## src/rtl/sprite_sequencer_pkg.sv

```systemverilog
// Shared types for the sprite sequencer: FSM state encoding, sprite table entry
// layout and the engine's sprite dimension.
package sprite_sequencer_pkg;

    localparam int unsigned SPR_DIM = 32;
    localparam int unsigned COORD_W = 9;

    typedef enum logic [2:0] {
        StIdle,
        StScan,
        StLoad,
        StRun,
        StNext,
        StFin
    } seq_state_e;

    typedef struct packed {
        logic               en;
        logic [1:0]         id;
        logic [COORD_W-1:0] x;
        logic [COORD_W-1:0] y;
    } spr_entry_t;

endpackage

```

## src/rtl/sprite_table.sv

```systemverilog
// Sprite table: one synchronous write port, asynchronous read port, enable bits
// cleared by reset while id/x/y keep their contents.
module sprite_table
    import sprite_sequencer_pkg::*;
#(
    parameter int unsigned N_SPR = 4,
    parameter int unsigned AW    = $clog2(N_SPR)
) (
    input  logic          clk_i,
    input  logic          rst_i,
    input  logic          we_i,
    input  logic [AW-1:0] waddr_i,
    input  spr_entry_t    wdata_i,
    input  logic [AW-1:0] raddr_i,
    output spr_entry_t    rdata_o
);

    logic [N_SPR-1:0]   en_q;
    logic [1:0]         id_q [N_SPR];
    logic [COORD_W-1:0] x_q  [N_SPR];
    logic [COORD_W-1:0] y_q  [N_SPR];

    always_ff @(posedge clk_i) begin
        if (rst_i) begin
            en_q <= '0;
        end else if (we_i) begin
            en_q[waddr_i] <= wdata_i.en;
        end
    end

    always_ff @(posedge clk_i) begin
        if (we_i) begin
            id_q[waddr_i] <= wdata_i.id;
            x_q[waddr_i]  <= wdata_i.x;
            y_q[waddr_i]  <= wdata_i.y;
        end
    end

    assign rdata_o = '{en: en_q[raddr_i], id: id_q[raddr_i], x: x_q[raddr_i], y: y_q[raddr_i]};

endmodule

```

## src/rtl/sprite_sequencer.sv

```systemverilog
// Frame-draw sequencer: walks the sprite table in ascending index order and hands
// each enabled entry to the sprite engine, one at a time.
module sprite_sequencer
    import sprite_sequencer_pkg::*;
#(
    parameter int unsigned N_SPR = 4
) (
    input  logic                       CLOCK_50,
    input  logic                       RESET_H,
    input  logic                       START,
    output logic                       BUSY,
    input  logic                       TBL_WE,
    input  logic [$clog2(N_SPR)-1:0]   TBL_ADDR,
    input  logic                       TBL_EN,
    input  logic [1:0]                 TBL_ID,
    input  logic [COORD_W-1:0]         TBL_X,
    input  logic [COORD_W-1:0]         TBL_Y,
    output logic                       UPDATE,
    output logic                       RUN_SPR,
    output logic [1:0]                 SPRITE_ID,
    output logic [COORD_W-1:0]         TARGET_X,
    output logic [COORD_W-1:0]         TARGET_Y,
    input  logic                       SPR_DONE,
    output logic                       DONE
);

    localparam int unsigned AW = $clog2(N_SPR);

    seq_state_e         state_q, state_d;
    logic [AW-1:0]      idx_q, idx_d;
    logic               busy_q, busy_d;
    logic               done_q, done_d;
    logic               load_tgt;
    logic [1:0]         id_q;
    logic [COORD_W-1:0] x_q, y_q;
    spr_entry_t         wr_entry, cur_entry;

    assign wr_entry = '{en: TBL_EN, id: TBL_ID, x: TBL_X, y: TBL_Y};

    sprite_table #(
        .N_SPR (N_SPR),
        .AW    (AW)
    ) u_table (
        .clk_i   (CLOCK_50),
        .rst_i   (RESET_H),
        .we_i    (TBL_WE),
        .waddr_i (TBL_ADDR),
        .wdata_i (wr_entry),
        .raddr_i (idx_q),
        .rdata_o (cur_entry)
    );

    always_ff @(posedge CLOCK_50) begin
        if (RESET_H) begin
            state_q <= StIdle;
            idx_q   <= '0;
            busy_q  <= 1'b0;
            done_q  <= 1'b0;
        end else begin
            state_q <= state_d;
            idx_q   <= idx_d;
            busy_q  <= busy_d;
            done_q  <= done_d;
        end
    end

    // Targets are captured on entry to LOAD and held until the next LOAD, so a
    // table rewrite of the active entry cannot disturb a sprite mid-draw.
    always_ff @(posedge CLOCK_50) begin
        if (RESET_H) begin
            id_q <= '0;
            x_q  <= '0;
            y_q  <= '0;
        end else if (load_tgt) begin
            id_q <= cur_entry.id;
            x_q  <= cur_entry.x;
            y_q  <= cur_entry.y;
        end
    end

    always_comb begin
        state_d  = state_q;
        idx_d    = idx_q;
        busy_d   = busy_q;
        done_d   = 1'b0;
        load_tgt = 1'b0;
        unique case (state_q)
            StIdle: begin
                if (START) begin
                    idx_d   = '0;
                    busy_d  = 1'b1;
                    state_d = StScan;
                end
            end
            StScan: begin
                if (cur_entry.en) begin
                    load_tgt = 1'b1;
                    state_d  = StLoad;
                end else begin
                    state_d = StNext;
                end
            end
            StLoad: state_d = StRun;
            StRun: begin
                if (SPR_DONE) begin
                    state_d = StNext;
                end
            end
            StNext: begin
                if (idx_q == AW'(N_SPR - 1)) begin
                    state_d = StFin;
                end else begin
                    idx_d   = idx_q + AW'(1);
                    state_d = StScan;
                end
            end
            StFin: begin
                done_d  = 1'b1;
                busy_d  = 1'b0;
                state_d = StIdle;
            end
            default: state_d = StIdle;
        endcase
    end

    assign UPDATE    = (state_q == StLoad);
    // Combinational gating keeps the engine from stepping in the done cycle.
    assign RUN_SPR   = (state_q == StRun) && !SPR_DONE;
    assign BUSY      = busy_q;
    assign DONE      = done_q;
    assign SPRITE_ID = id_q;
    assign TARGET_X  = x_q;
    assign TARGET_Y  = y_q;

endmodule

```

## config.mk

```make
export PLATFORM = sky130hd
export DESIGN_NAME = sprite_sequencer
export DESIGN_NICKNAME = d
export VERILOG_FILES = /design/src/rtl/sprite_sequencer_pkg.sv /design/src/rtl/sprite_table.sv /design/src/rtl/sprite_sequencer.sv
export SDC_FILE = /design/constraint.sdc
export NUM_CORES = 1
export LEC_CHECK = 0
export BUFFER_PORTS_ARGS = -buffer_cell sky130_fd_sc_hd__buf_2
export CAP_MARGIN = 5
export CORE_MARGIN = 4
export CORE_UTILIZATION = 49
export DETAILED_ROUTE_END_ITERATION = 8
export GPL_ROUTABILITY_DRIVEN = 0
export PLACE_DENSITY = 0.72
export SLEW_MARGIN = 40
export SYNTH_ARGS = -nofsm -noshare
export SYNTH_HDL_FRONTEND = slang
export SYNTH_SLANG_ARGS = --single-unit
```

## constraint.sdc

```tcl
create_clock -name CLOCK_50 -period 2.16 [get_ports CLOCK_50]
set_input_delay 0.216 -clock CLOCK_50 [delete_from_list [all_inputs] [get_ports CLOCK_50]]
set_output_delay 0.216 -clock CLOCK_50 [all_outputs]
set_load 0.03 [all_outputs]
```

### Word level (Yosys, flattened, before mapping)

Memories as Yosys holds them, arrays and structs flattened. A register that Yosys moved wholly into a read port is not among the register bits.
Cells that the tools add are included.

* div/mod/pow operators: 0
* equality and inequality tests: 9
* multiplexer cells: 20
* multiply operators: 0
* order comparisons: 3
* $add $sub $neg: 1
* shift-type cells: 0
* reductions and logical operators: 9
* bitwise logic cells: 0

Operators by type and width (number)
* $pmux W3 S5: 1
* $mux W3: 4
* $mux W1: 8
* $eq A3 B2 Y1 const B: 2
* $eq A3 B3 Y1 const B: 2
* $lt A2 B3 Y1 const B: 2
* $ne A2 B2 Y1 const B: 3
* $bwmux W4: 1
* $mux W2: 2
* $pmux W2 S2: 1
* $reduce_and A2 Y1: 2
* $reduce_bool A2 Y1: 2
* $eq A3 B1 Y1 const B: 1
* $logic_not A3 Y1: 1
* $reduce_and A3 Y1: 1
* $add A2 B1 Y2 const B: 1
* $bmux W1 S2: 1
* $demux W1 S2: 1
* $eq A2 B2 Y1 const B: 1
* $ge A2 B1 Y1 const B: 1
* $logic_and A1 B1 Y1: 2
* $pmux W1 S2: 1
* $logic_not A1 Y1: 1

* bits in read-only memories: 0
* bits of input ports: 28
* latch bits: 0
* output and inout port bits: 24
* register bits after elaboration: 11
* memories: 3
* bits in writable memories: 80

Memory list
* u_table.x_q: words 4, bits a word 9, read ports 1, clocked after memory_dff 1, write ports 1, RTL line sprite_table.sv:20 `logic [COORD_W-1:0] x_q [N_SPR];`
* u_table.y_q: words 4, bits a word 9, read ports 1, clocked after memory_dff 1, write ports 1, RTL line sprite_table.sv:21 `logic [COORD_W-1:0] y_q [N_SPR];`
* u_table.id_q: words 4, bits a word 2, read ports 1, clocked after memory_dff 1, write ports 1, RTL line sprite_table.sv:19 `logic [1:0] id_q [N_SPR];`

### Longest topological paths before layout

* depth after elaboration: 5
* mapped depth: 5

### Cells and area by module

Synthesis repeated with hierarchy kept, for this count alone.

* cells, all modules: 249
* area total of the unflattened synthesis: 4336.7 um^2

Modules (own cells, without submodules)
* sprite_table: area an instance 3094.2 um^2, cells an instance 122, times used 1, seq. area each 2482.4 um^2
* sprite_sequencer: area an instance 1242.4 um^2, cells an instance 127, times used 1, seq. area each 540.5 um^2

### Least setup slack after synthesis

Ideal clock, no wire load.

* kind: input to register
* start: input port TBL_ADDR[0]
* end: register u_table.en_q[0]
* setup time: 0.136 ns
* stages on the path: 3
* buffers on the path: 0
* setup slack: -0.182 ns
* arrival: 2.206 ns
* cells stage by stage: nor3b_1 -> mux2i_1 -> nor2_1

* cells in the longest elaborated chain, start to end: 5
* elaborated cells on any way between the ends: 6

Ends and longest elaborated chain
* start: declaration: RTL line sprite_sequencer.sv:13 `input logic [$clog2(N_SPR)-1:0] TBL_ADDR,`
* $lt A2 B3 Y1 (not written as such) or $ge A2 B1 Y1 (tied branches): RTL line sprite_table.sv:27 `en_q[waddr_i] <= wdata_i.en;`
* $logic_and A1 B1 Y1 (not written as such): RTL line sprite_table.sv:27
* $mux W1 (not written as such): RTL line sprite_table.sv:27
* $demux W1 S2 (*)
* $bwmux W4 (*): RTL line sprite_table.sv:27
* end signal: indexed assignment: RTL line sprite_table.sv:27
* end: declaration: RTL line sprite_table.sv:18 `logic [N_SPR-1:0] en_q;`

Every way passes the cells marked *; elsewhere a longest branch is shown, timed or not.
A chain may end at the register's enable or synchronous reset.

### Worst setup path in the final report

* start: register state_q[1]
* end: output port UPDATE

* cells in the longest elaborated chain, start to end: 1

Ends and longest elaborated chain
* start: declaration: RTL line sprite_sequencer.sv:29 `seq_state_e state_q, state_d;`
* start signal: assignment: RTL line sprite_sequencer.sv:55 `state_q <= StIdle;`
* start signal: assignment: RTL line sprite_sequencer.sv:60 `state_q <= state_d;`
* $eq A3 B2 Y1: RTL line sprite_sequencer.sv:126 `assign UPDATE = (state_q == StLoad);`
* end: declaration: RTL line sprite_sequencer.sv:18 `output logic UPDATE,`

No other way between the ends.

==> flow_results.org <==
** Final layout
- Multi-input gate area :: 0.00126 mm²
- Fill cells in the final layout number between 600 and 700.
- Final non-filler cell total :: ~430
- Diode count :: 0
- Register Area :: ~0.0030 mm²
- Layout overhead on the synthesized area :: 13.6%
- In the layout the commonest cells are sky130_fd_sc_hd__edfxtp_1, sky130_fd_sc_hd__buf_2, sky130_fd_sc_hd__dfxtp_1.
- Leading cell type in the layout, fill and taps excluded :: sky130_fd_sc_hd__edfxtp_1
- Net total in the final layout :: ~340
- Fraction of final layout cells sized beyond drive strength 1 :: 0.384

** Drt
- Summed over all layers, the routed wires come to approximately 7500 µm.
- Number of antenna-violating nets in the routed design :: 0
- The first detailed-routing pass took 4 iterations.
- Routed wire length on met3 :: ~380 µm
- Detailed routing placed a total of roughly 3700 µm of wire on met2.
- For this block, the via count after detailed routing is 2329.
- After detailed routing, the number of vias per cell comes to ~5.4.
- After detailed routing, the average wire length per cell comes to 17.6 µm.
- Number of design rule violations left after detail routing :: 0
- Highest routed layer :: met4
- The detailed router finished its first iteration with 119 violations.
- Met1 layer wirelength in the final routing :: around 3300 µm

** STA
- Of the available clock period, the critical path in the final layout requires 0.800.
- In the final timing run, aggregate negative setup slack is 0 ps.
- Final-report max-slew violation count :: 0
- Setup violations remaining at the end of the flow were counted as 0.
- Layout Skew :: about 6.8 ps
- Transition at the pin with the smallest max-transition slack :: 482 ps
- The number of hold-slack violations in the final timing report is 0.
- Final period demand of the worst path :: approximately 1700 ps
- Setup repair after global routing left no endpoint under its margin.
- Maximum achievable frequency :: just under 0.6 GHz
- Headroom to the max-slew limit :: 0.679

** Logic synthesis
- The average instance in the mapped netlist occupies around 17 µm².
- Nets in the synthesized netlist :: ~290
- After synthesis, the netlist uses 31 different library cells.
- The Yosys step of the flow raised 0 warnings.
- In the synthesized netlist, the number of instances is approximately 260.
- Synthesis inferred approximately 110 register bits.
- The mapped netlist covers 0.00437 mm².
- Of the synthesized area, sequential elements account for 0.691.

** Power
- Of the total power, the share spent switching nets is 0.230.
- The internal portion of the total power is approximately 2900 µW.
- The share of total power dissipated in sequential elements is 0.637.
- Combinational group share of total power :: 0.062
- Summed over all cells, the static leakage comes to around 0.0017 µW.
- Power spread over the standard cell area amounts to approximately 760 mW/mm².
- IR analysis of the VDD net gives a maximum drop of 0.000360 V.
- Net switching power :: 865 µW
- Summing internal, switching and leakage power gives between 3000 and 4000 µW.
- Of the total power, the clock network draws 0.301.

** Worst setup path
- Worst Path Max Fanout :: 12
- STA classifies the critical path startpoint as a flip-flop.
- The worst setup path is of the reg -> out kind.
- Data on the critical path arrives at its endpoint at between 1500 and 2000 ps.
- STA classifies the critical path endpoint as a primary output.
- At the worst endpoint, the required time is between 1500 and 2000 ps.

** Global route
- Vias in the first global route :: between 2k and 2.5k
- The total overflow left after global routing is 0.
- Entering global routing, the biggest net connects 28 pins.
- The initial antenna violation count is 0.
- Across every metal layer, demand over resource in global routing totals 0.156.
- The first global-routing pass estimated 12200 µm of wire.

** Clock tree
- Clock latency on the worst-skew pair, taken at its later pin, is between 300 and 400 ps.
- Post-CTS Hold Buffers :: 0
- Counting along the longest clock path gives a buffer depth of 2.
- Root buffer cell :: sky130_fd_sc_hd__clkbuf_8
- TritonCTS buffer count :: 9
- The H-tree was split into 3 levels.
- TritonCTS clock tree :: done
- CTS clock-pin slew for the worst setup and hold paths :: approximately 100 ps
- The number of gates resized after CTS was 0.
- Post-CTS setup buffer count :: 0
- TritonCTS Sinks :: about 110

** Hold path
- Worst hold path type :: in -> reg

** Floorplan
- 52 I/O pins were placed.
- The die is between 100 and 150 µm wide.
- The floorplan step defined a die boundary enclosing about 0.011 mm².
- The total area inside the core boundary comes to 0.00872 mm².
- Initial Utilization :: 0.502
- Measured along the y axis, the die boundary spans between 100 and 150 µm.
- Cell row count :: 34

** Place
- After detailed placement, the design holds a cell count of a little over 400.
- Hpwl dp :: around 4900 µm
- Buffers placed on the I/O ports in this run total slightly above 50.

** Flow run
- Number of violations of the max-capacitance limit :: 0

** Outcome
- Status :: finished clean
-- worst max-delay path: stages, from the launching register on --
cell and delay [ps]:
sky130_fd_sc_hd__dfxtp_1 580, sky130_fd_sc_hd__inv_1 120, sky130_fd_sc_hd__nor3_1 210, sky130_fd_sc_hd__buf_2 240
-- cell usage after synthesis --
library cell	n	share of area
sky130_fd_sc_hd__a21bo_1	20	0.046
sky130_fd_sc_hd__a21oi_1	7	0.0080
sky130_fd_sc_hd__a21oi_2	20	0.040
sky130_fd_sc_hd__and2_0	1	0.0014
sky130_fd_sc_hd__and2_1	2	0.0029
sky130_fd_sc_hd__and3_1	2	0.0029
sky130_fd_sc_hd__and4_1	1	0.0020
sky130_fd_sc_hd__buf_1	2	0.0017
sky130_fd_sc_hd__buf_2	2	0.0023
sky130_fd_sc_hd__buf_6	3	0.0077
sky130_fd_sc_hd__clkbuf_1	12	0.010
sky130_fd_sc_hd__dfxtp_1	31	0.14
sky130_fd_sc_hd__edfxtp_1	80	0.55
sky130_fd_sc_hd__ha_1	1	0.0029
sky130_fd_sc_hd__inv_1	3	0.0026
sky130_fd_sc_hd__mux2i_1	2	0.0046
sky130_fd_sc_hd__mux4_2	21	0.11
sky130_fd_sc_hd__nand2_1	4	0.0034
sky130_fd_sc_hd__nand2b_1	2	0.0029
sky130_fd_sc_hd__nand3_1	20	0.023
sky130_fd_sc_hd__nand4b_1	2	0.0040
sky130_fd_sc_hd__nor2_1	6	0.0051
sky130_fd_sc_hd__nor3_1	3	0.0034
sky130_fd_sc_hd__nor3b_1	3	0.0051
sky130_fd_sc_hd__nor4_1	1	0.0014
sky130_fd_sc_hd__nor4b_1	1	0.0020
sky130_fd_sc_hd__o21ai_0	5	0.0057
sky130_fd_sc_hd__o21bai_1	1	0.0017
sky130_fd_sc_hd__o221a_2	1	0.0026
sky130_fd_sc_hd__o31a_1	1	0.0020
sky130_fd_sc_hd__o31ai_1	2	0.0034
-- layout make-up --
class	instances	share of cell area
Multi-Input combinational cell	129	0.255
Timing Repair Buffer	61	0.0715
Clock buffer	9	0.0249
Tap cell	108	0.0272
Sequential cell	111	0.609
Inverter	3	0.00227
Clock inverter	7	0.0111
-- layer usage --
layer | track usage | up-vias
met1 | 0.208 | 1144
met3 | 0.0416 | 10
met5 | 0 | -
met2 | 0.251 | 46
li1 | - | 1129
met4 | 0.0494 | 0
-- power groups by stage --
stage	logic (µW)	registers, µW	clock network (µW)
4_1_cts	238	2400	1170
5_1_grt	258	2410	1260
3_5_place_dp	238	2450	0
6_report	234	2400	1130
2_1_floorplan	141	2450	0
3_3_place_gp	232	2440	0
-- sequential cells by signal (all words and copies together), names as in the netlist --
signal and flops:
u_table.y_q 36, state_q 3, DONE 1, u_table.x_q 36
idx_q 2, u_table.id_q 8, TARGET_Y 9, BUSY 1
u_table.en_q 4, TARGET_X 9, SPRITE_ID 2
-- cells by family after synthesis --
family,synth area share
AO/OA/AOI/OAI,0.109
multiplexers,0.113
flip-flops,0.691
AND/OR/NAND/NOR,0.0595
buffers and inverters,0.0246
adder cells (fa/ha/maj),0.00286
-- per-stage QoR --
stage,utilization,instance area (µm²),hold slack (ps),setup slack [ps]
2_1_floorplan,-,4380,315,469
3_3_place_gp,0.549,4790,430,516
3_5_place_dp,0.549,4790,436,471
4_1_cts,0.570,4970,44.7,408
5_1_grt,0.570,4970,42.5,267
6_report,0.570,4970,63.6,432
-- final timing paths --
| kind | startpoint | end | slack [ps] | cells after the start |
|---|---|---|---|---|
| max | state_q[1]$_SDFFE_PP0P_ | UPDATE | 430 | 3 |
| min | TBL_X[8] | u_table.x_q[3][8]$_DFFE_PP_ | 60 | 1 |
| max reg2reg | idx_q[0]$_SDFFE_PP0P_ | TARGET_Y[5]$_SDFFE_PP0P_ | 470 | 4 |
| min reg2reg | u_table.en_q[1]$_SDFFE_PP0P_ | u_table.en_q[1]$_SDFFE_PP0P_ | 490 | 2 |
(Power assumes the default switching activity.)
